$ cat src/rtl/wb_arb_pkg.sv
// Shared definitions for the two-master Wishbone arbiter: state encodings
// and the idle-time grant selection helper.
package wb_arb_pkg;

  typedef enum logic [1:0] {
    ST_IDLE = 2'd0,
    ST_GNT0 = 2'd1,
    ST_GNT1 = 2'd2
  } state_e;

  // Grant choice from IDLE; prefer_m1 only matters when both masters request.
  function automatic state_e idle_pick(input logic cyc0, input logic cyc1,
                                       input logic prefer_m1);
    state_e pick;
    pick = ST_IDLE;
    if (cyc0 && cyc1) begin
      pick = prefer_m1 ? ST_GNT1 : ST_GNT0;
    end else if (cyc0) begin
      pick = ST_GNT0;
    end else if (cyc1) begin
      pick = ST_GNT1;
    end
    return pick;
  endfunction

endpackage

$ cat src/rtl/wb_arb2.sv
// Two-master Wishbone arbiter in front of one shared slave; grants are held for
// the whole cyc. Define WB_ARB2_ROUND_ROBIN_EN for round-robin on contention.
//
// state   | meaning
// --------+-------------------------------------------------
// IDLE    | no grant, slave outputs driven to 0 (2'd3 alias)
// GNT0    | master 0 owns the slave until m0_cyc_i drops
// GNT1    | master 1 owns the slave until m1_cyc_i drops
module wb_arb2
  import wb_arb_pkg::*;
(
  input  logic        clk_i,
  input  logic        rst_i,
  input  logic [31:0] m0_adr_i,
  input  logic [31:0] m0_dat_i,
  output logic [31:0] m0_dat_o,
  input  logic [3:0]  m0_sel_i,
  input  logic        m0_stb_i,
  input  logic        m0_cyc_i,
  input  logic        m0_we_i,
  output logic        m0_ack_o,
  input  logic [31:0] m1_adr_i,
  input  logic [31:0] m1_dat_i,
  output logic [31:0] m1_dat_o,
  input  logic [3:0]  m1_sel_i,
  input  logic        m1_stb_i,
  input  logic        m1_cyc_i,
  input  logic        m1_we_i,
  output logic        m1_ack_o,
  output logic [31:0] s_adr_o,
  output logic [31:0] s_dat_o,
  output logic [3:0]  s_sel_o,
  output logic        s_stb_o,
  output logic        s_cyc_o,
  output logic        s_we_o,
  input  logic [31:0] s_dat_i,
  input  logic        s_ack_i
);

  state_e state_q, state_d;
  logic   prefer_m1;

  always_ff @(posedge clk_i) begin
    if (rst_i) begin
      state_q <= ST_IDLE;
    end else begin
      state_q <= state_d;
    end
  end

`ifdef WB_ARB2_ROUND_ROBIN_EN
  logic last_gnt_q, last_gnt_d;

  always_comb begin
    last_gnt_d = last_gnt_q;
    if (state_d == ST_GNT0 && state_q != ST_GNT0) begin
      last_gnt_d = 1'b0;
    end else if (state_d == ST_GNT1 && state_q != ST_GNT1) begin
      last_gnt_d = 1'b1;
    end
  end

  // Reset value marks m1 as last granted so m0 wins the first contention.
  always_ff @(posedge clk_i) begin
    if (rst_i) begin
      last_gnt_q <= 1'b1;
    end else begin
      last_gnt_q <= last_gnt_d;
    end
  end

  assign prefer_m1 = ~last_gnt_q;
`else
  assign prefer_m1 = 1'b0;
`endif

  // Handover goes straight to the other master to avoid an idle bubble.
  always_comb begin
    state_d = ST_IDLE;
    case (state_q)
      ST_GNT0: begin
        if (m0_cyc_i) begin
          state_d = ST_GNT0;
        end else if (m1_cyc_i) begin
          state_d = ST_GNT1;
        end else begin
          state_d = ST_IDLE;
        end
      end
      ST_GNT1: begin
        if (m1_cyc_i) begin
          state_d = ST_GNT1;
        end else if (m0_cyc_i) begin
          state_d = ST_GNT0;
        end else begin
          state_d = ST_IDLE;
        end
      end
      default: state_d = idle_pick(m0_cyc_i, m1_cyc_i, prefer_m1);
    endcase
  end

  always_comb begin
    s_adr_o  = 32'h0;
    s_dat_o  = 32'h0;
    s_sel_o  = 4'h0;
    s_we_o   = 1'b0;
    s_cyc_o  = 1'b0;
    s_stb_o  = 1'b0;
    m0_ack_o = 1'b0;
    m1_ack_o = 1'b0;
    case (state_q)
      ST_GNT0: begin
        s_adr_o  = m0_adr_i;
        s_dat_o  = m0_dat_i;
        s_sel_o  = m0_sel_i;
        s_we_o   = m0_we_i;
        s_cyc_o  = m0_cyc_i;
        s_stb_o  = m0_stb_i & m0_cyc_i;
        m0_ack_o = s_ack_i & m0_stb_i;
      end
      ST_GNT1: begin
        s_adr_o  = m1_adr_i;
        s_dat_o  = m1_dat_i;
        s_sel_o  = m1_sel_i;
        s_we_o   = m1_we_i;
        s_cyc_o  = m1_cyc_i;
        s_stb_o  = m1_stb_i & m1_cyc_i;
        m1_ack_o = s_ack_i & m1_stb_i;
      end
      default: ;
    endcase
  end

  assign m0_dat_o = s_dat_i;
  assign m1_dat_o = s_dat_i;

endmodule

$ cat config.mk
export PLATFORM = sky130hd
export DESIGN_NAME = wb_arb2
export DESIGN_NICKNAME = d
export VERILOG_FILES = /design/src/rtl/wb_arb_pkg.sv /design/src/rtl/wb_arb2.sv
export SDC_FILE = /design/constraint.sdc
export NUM_CORES = 1
export LEC_CHECK = 0
export BUFFER_PORTS_ARGS = -buffer_cell sky130_fd_sc_hd__buf_2
export CORE_AREA = 2 2 123 125
export DETAILED_ROUTE_END_ITERATION = 6
export DIE_AREA = 0 0 125 127
export PLACE_DENSITY_LB_ADDON = 0.05
export RECOVER_POWER = 100
export SLEW_MARGIN = 40
export SYNTH_ARGS = -nofsm -noshare
export SYNTH_HDL_FRONTEND = slang
export SYNTH_SLANG_ARGS = --single-unit
$ cat constraint.sdc
create_clock -name clk_i -period 1.58 [get_ports clk_i]
set_input_delay 0.237 -clock clk_i [delete_from_list [all_inputs] [get_ports clk_i]]
set_output_delay 0.237 -clock clk_i [all_outputs]
set_load 0.03 [all_outputs]
* After elaboration in Yosys (flattened, before gate mapping)
Cells that the tools add are included.
Widths: inputs -> output; s select.
** Operators by class
- Equal/unequal tests :: 2
- Multiplexer cells :: 14
- Bitwise gates (word level) :: 4
- Reduce and logical (&&, ||, !) cells :: 1
** Operators with widths (count)
- $pmux 32 s2 :: 2
- $mux 2 :: 4
- $pmux 4 s2 :: 1
- $pmux 1 s2 :: 3
- $and 1x1->1 :: 4
- $pmux 2 s2 :: 1
- $mux 1 :: 3
- $eq 2x1->1 const B :: 1
- $eq 2x2->1 const B :: 1
- $logic_and 1x1->1 :: 1
** Word-level totals
- Register bits :: 2
- Bits of input ports :: 177
- Output and inout port bits :: 137
- Logic and storage cells :: 22

* Longest topological paths before layout
Gate-level depths: netlist (run 1).
- Word-level depth :: 4
- Gate-level depth with buffers :: 7
- Mapped depth without buffers :: 4

* Worst setup path after synthesis (run 1)
OpenSTA, ideal clock, no wires.
- Path type :: reg2out
- Start :: register state_q[0]
- End :: output s_adr_o[10]
- Arrival :: 1.625 ns
- Data required time :: 1.343 ns
- Path slack :: -0.282 ns
- Stages on the path, launching flop included :: 8
- Path buffers :: 3
- Cell sequence :: dfxtp_1 > inv_1 > ha_1 > nor2b_1 > buf_2 > buf_4 > buf_2 > a22o_1
** On the way
- Longest elaborated chain between the ends :: 2
- Elaborated cells on any way between the ends :: 3
** Ends and longest elaborated chain
- from (decl) :: line wb_arb2.sv:40 : state_e state_q, state_d;
- from (signal assigned) :: line wb_arb2.sv:47 : state_q <= state_d;
- $eq 2x2->1 / $eq 2x1->1 (equally long branches) :: line wb_arb2.sv:112 : case (state_q)
- $pmux 32 s2 (*) :: line wb_arb2.sv:112
- to (decl) :: line wb_arb2.sv:30 : output logic [31:0] s_adr_o,
Every way passes the cells marked *; elsewhere a longest branch is shown, timed or not.

* Worst setup path in the final report (run 1)
- Start :: register state_q[0]
- End :: output s_adr_o[2]
Same word-level chain as after synthesis.

==> flow_summary.yaml, run 1 <==
outcome:
  status: "finished, violations left"
  violations: "setup timing"
synthesis:
  seq_area_frac_synth: 0.0290
  netlist_instances: 174
  postSynthAreaPerCell_um2: 7.94
  synth_seq_cells: 2
  post_synth_instance_area_um2: 1380
  synth_nets: 355
  ys.warnings.count: 0
  yosysUniqueCellTypes: 17
timing:
  fin_ws_ns: -0.324
  maxSlewViolCount: 0
  max-slew-margin-rel: 0.885
  rsz0062_at_grt: "yes"
  hold_violations: 0
  worstMarginPinSlew_ns: 0.174
  fmax_mhz: 525
  post-route-period-util: 1.21
  setup_viol: 70
  timing.hold.ws_ns: 0.271
  clock_skew_ns: 0.000411
  final.min_clock_period_ns: 1.90
power_and_ir_drop:
  p_per_area_nw_per_um2: 349
  p_leak_nw: 1.83
  power_w: 0.00121
  ir_drop_uv: 344
global_route:
  antenna_found_initial: 1
  grt_max_degree: 19
  grt.total_usage: 0.108
  grt_pass1_vias: 2122
  grt_remaining_overflow: 0
  grt_pass1_wl_um: 13400
cells_and_area:
  reg.largest.list: "state_q (2)"
  largest_register_ffs: 2
  layout_common_cells: "buf_2 (156), buf_6 (61), a22o_4 (34), a22o_2 (26), buf_4 (12)"
  final_area_um2: 3480
  antenna_cells: 0
  area_growth_pct: 152
  final_common_cell: "buf_2"
  regMostFlops: "state_q"
  final_nets: 527
  final_cells: 528
  layout-drive-gt1-share: 0.933
clocking:
  clock-sinks: 2
  clkTransAtPathRegs_ns: 0.03
  numCtsBuffers: 3
  tritoncts: "yes"
  cts_root_buf: "clkbuf_16"
  cts_hold_repair.buffers: 0
  h-tree-depth: 1
  insertion_delay_ns: 0.22
  clk_path_buf_depth: 2
flow_run:
  cap_violations: 0
critical_path:
  cp-start-kind: "flip-flop"
  slowest_delay_ns: 0.33
  path_buf_inv: 4
  critPathCaptureType: "output pin"
  crit_required_ns: 1.34
  crit_type: "flip-flop to output pin"
  cp_cell_sequence: "inv_2 > ha_4 > nor2b_4 > buf_12 > buf_16 > a22o_4 > buf_2"
  cpMaxStageDelayCell: "dfxtp_2"
  crit_fanout: 7
  critical-path-top-delay-family: "buffers and inverters"
  arrival_ns: 1.67
die:
  pin_count: 314
  coreArea_um2: 14400
  start_util: 0.0958
  rows: 44
  die_w_um: 125
  die_area_um2: 15900
  die_h_um: 127
routing:
  first_pass_iters: 4
  vias: 2035
  totalWireLength_um: 9460
  wl_per_cell_um: 17.9
  ant_nets: 0
  drt_iter0_drc: 39
  drc_errors: 0
  vias_per_cell: 3.85
place:
  dp_hpwl_um: 7280
  io_buffers: 217
  gp_congestion: 0.731
  placed_area_um2: 2480
  place_inst: 506
hold_path:
  hold_path_class: "input port to flip-flop"
==> what timing repair did <==
| action | 4_1_cts | 5_1_grt |
|---|---|---|
| pin swaps | 15 | 9 |
| endpoints found under the setup margin | 72 | 71 |
| gates resized for setup | 138 | 25 |
| buffers inserted | 5 | 3 |
| cloned | 8 | 3 |
==> worst paths after layout <==
path                            startpoint          to  slack [ns]  cells after the start
worst max-delay path            state_q[0]  s_adr_o[2]       -0.32                      7
worst min-delay path                 rst_i  state_q[1]        0.27                      3
worst max register to register  state_q[1]  state_q[0]        0.21                      5
worst min register to register  state_q[1]  state_q[1]        0.70                      3
==> cell families (layout without fill, tap and decap cells) <==
family                   Yosys count  in the layout  synth area share
adder cells (fa/ha/maj)            4              4            0.0362
AO/OA/AOI/OAI                     74             74             0.462
buffers and inverters             83            253             0.428
flip-flops                         2              2            0.0290
AND/OR/NAND/NOR                   11             11            0.0444
==> cell usage after synthesis <==
cell / n / share of area
a22o_1: 68 / 0.43
buf_4: 65 / 0.35
buf_2: 11 / 0.040
ha_1: 4 / 0.036
buf_6: 3 / 0.024
inv_1: 3 / 0.0082
nor2b_1: 3 / 0.014
a21oi_1: 2 / 0.0072
a22oi_1: 2 / 0.011
and3_1: 2 / 0.0091
dfxtp_1: 2 / 0.029
nand2b_1: 2 / 0.0091
nand3_1: 2 / 0.0072
nor2_1: 2 / 0.0054
clkbuf_1: 1 / 0.0027
o21bai_1: 1 / 0.0054
o311a_1: 1 / 0.0072
==> worst reg2reg max path: stages, from the launching register on <==
cell     delay (ns)
dfxtp_4        0.37
inv_4          0.04
buf_4          0.12
ha_1           0.24
buf_4          0.16
o311a_1        0.32
==> stage by stage <==
step                      setup TNS, ns  setup WS, ns  utilization
final                            -19.46        -0.324        0.241
after CTS                        -20.23        -0.340        0.229
after global routing             -23.56        -0.376        0.241
after global placement            -7.92        -0.164        0.172
after detailed placement          -5.47        -0.127        0.172
after floorplan                  -0.590       -0.0393            -
==> power by group <==
group | internal [W] | switching [W]
registers | 0.0000538 | 0.00000392
logic | 0.000418 | 0.000360
clock network | 0.000322 | 0.0000545
total | 0.000794 | 0.000418
==> area by class of cell <==
type / instances / area [um^2]
multi-input combinational: 89 / 1130
inverter: 3 / 13.8
fill: 1574 / 10900
sequential: 2 / 45.0
clock buffer: 3 / 75.1
timing repair buffer: 247 / 1980
tap: 184 / 230
==> metal layers <==
layer | GRT usage | wire length (um) | vias to the layer above
li1 | - | - | 944
met1 | 0.118 | 3420 | 926
met2 | 0.213 | 5110 | 131
met3 | 0.0272 | 804 | 34
met4 | 0.0196 | 126 | 0
met5 | 0 | 0 | -
Note: power is estimated with default switching activity, not from simulation.
==> run 2: changes to the inputs <==
--- a/config.mk
+++ b/config.mk
@@ -9,7 +9,7 @@
 export CORE_AREA = 2 2 123 125
 export DETAILED_ROUTE_END_ITERATION = 6
 export DIE_AREA = 0 0 125 127
-export PLACE_DENSITY_LB_ADDON = 0.05
+export PLACE_DENSITY = 0.46
 export RECOVER_POWER = 100
 export SLEW_MARGIN = 40
 export SYNTH_ARGS = -nofsm -noshare
==> run 2 against run 1 <==
  * The flow still finishes with violations (setup timing)
  * Via count shrank 1.1%
  * Routed wire length decreased by 8.7%
  * Sequential power hardly changed
  * Non-clock buffer count fell by 10
  * Count of clock-buffer cells in the layout is the same
  * Clock power barely moved
  * Global-route usage down 1.5 points
  * Worst hold slack better by 0.015 ns
  * Register-to-register slack gained 0.12 ns
==> flow_summary.yaml, run 2 (synthesized netlist as in run 1, its figures left out) <==
clocking:
  cts_hold_repair.buffers: 0
  h-tree-depth: 1
  numCtsBuffers: 3
  cts_root_buf: "clkbuf_16"
  clk_path_buf_depth: 2
  insertion_delay_ns: 0.22
  tritoncts: "yes"
  clkTransAtPathRegs_ns: 0.03
  clock-sinks: 2
outcome:
  status: "finished, violations left"
  violations: "setup timing"
cells_and_area:
  final_common_cell: "buf_2"
  regMostFlops: "state_q"
  multiInputGateArea_um2: 1180
  final_nets: 517
  layout_common_cells: "buf_2 (147), buf_6 (56), a22o_4 (42), buf_4 (21), a22o_2 (18)"
  fillerInstances: 1547
  layout-drive-gt1-share: 0.928
  fin_util: 0.233
  reg.largest.list: "state_q (2)"
  area_growth_pct: 144
  largest_register_ffs: 2
  antenna_cells: 0
  seqCellArea_um2: 45.0
timing:
  worstMarginPinSlew_ns: 0.201
  final.min_clock_period_ns: 1.92
  clock_skew_ns: 0.000565
  fin_tns_setup_ns: -21.20
  hold_violations: 0
  timing.hold.ws_ns: 0.286
  rsz0062_at_grt: "yes"
  maxSlewViolCount: 0
  fin_ws_ns: -0.338
  max-slew-margin-rel: 0.866
  post-route-period-util: 1.21
  fmax_mhz: 521
  setup_viol: 71
place:
  io_buffers: 217
  gp_congestion: 0.795
  dp_hpwl_um: 5740
  pre_cts_ws_ns: -0.132
die:
  pin_count: 314
  die_area_um2: 15900
  start_util: 0.0958
  coreArea_um2: 14400
  die_w_um: 125
  rows: 44
  die_h_um: 127
power_and_ir_drop:
  p_per_area_nw_per_um2: 356
  power_frac_seq: 0.048
  power.switching_w: 0.000424
  combPwrFrac: 0.635
  pwr-share-clk: 0.317
  power_w: 0.00120
  p_leak_nw: 1.80
  switching_share: 0.355
  intPower_w: 0.000773
  ir_drop_uv: 488
critical_path:
  crit_type: "flip-flop to output pin"
  crit_fanout: 7
  crit_required_ns: 1.34
  cp-start-kind: "flip-flop"
  critPathCaptureType: "output pin"
  arrival_ns: 1.68
routing:
  vias_per_cell: 3.88
  ant_nets: 0
  wl_met3_um: 777
  wl_per_cell_um: 16.7
  drt-met1-wl_um: 2990
  drt_iter0_drc: 39
  vias: 2012
  drc_errors: 0
  top_layer: "met4"
  wl_met2_um: 4640
  totalWireLength_um: 8630
  first_pass_iters: 4
flow_run:
  cap_violations: 0
global_route:
  antenna_found_initial: 0
  grt_max_degree: 28
  grt_remaining_overflow: 0
  grt.total_usage: 0.0930
  grt_pass1_wl_um: 11600
  grt_pass1_vias: 2141
hold_path:
  hold_path_class: "input port to flip-flop"
-- run 2: changes by cell type in the layout (fill, tap and decap cells not counted), moves of 2 or more --
cell and delta:
buf_6 -5, buf_16 -2, a22o_4 +8, buf_12 -4, buf_2 -9, a22o_2 -8
buf_4 +9
-- run 2: area by class of cell --
cell class,count,share of cell area
well taps,184,0.0684
repair buffers,237,0.543
clock buffers,3,0.0223
inverters,3,0.00335
multi-input cells,89,0.350
flip-flops and latches,2,0.0134
-- run 2: final timing paths --
check | cells after the start | end | slack (ns) | from
max | 7 | s_dat_o[24] | -0.34 | state_q[0]
min | 3 | state_q[1] | 0.29 | rst_i
max reg2reg | 4 | state_q[0] | 0.33 | state_q[0]
min reg2reg | 3 | state_q[1] | 0.69 | state_q[1]
-- run 2: worst max-delay path: stages, from the launching register on --
cell and delay (ns):
dfxtp_2 0.34, inv_2 0.05, ha_4 0.30, nor2b_4 0.05, buf_12 0.15, clkbuf_16 0.18
a22o_4 0.25, buf_6 0.13
-- run 2: power by group through the flow --
stage / Clock (W) / Combinational, W / Sequential, W
6_report: 0.000379 / 0.000761 / 0.0000574
5_1_grt: 0.000396 / 0.000803 / 0.0000579
4_1_cts: 0.000387 / 0.000718 / 0.0000573
3_5_place_dp: 0 / 0.000582 / 0.0000588
3_3_place_gp: 0 / 0.000572 / 0.0000588
2_1_floorplan: 0 / 0.000598 / 0.0000583
-- run 2: through the flow --
step           area, um^2  std cells
2_1_floorplan        1650        174
3_3_place_gp         2460        503
6_report             3370        518
3_5_place_dp         2460        503
4_1_cts              3150        515
5_1_grt              3370        518
-- run 2: timing repair --
item / 4_1_cts / 5_1_grt
pin swaps: 5 / 28
endpoints found under the setup margin: 71 / 72
gates resized for setup: 141 / 20
setup buffers: 4 / 0
gates cloned: 5 / 3
-- run 2: routing by layer --
layer | vias to the layer above | global-route usage
met1 | 916 | 0.0941
met5 | - | 0
met3 | 21 | 0.0197
met4 | 0 | 0.0261
li1 | 915 | -
met2 | 160 | 0.190
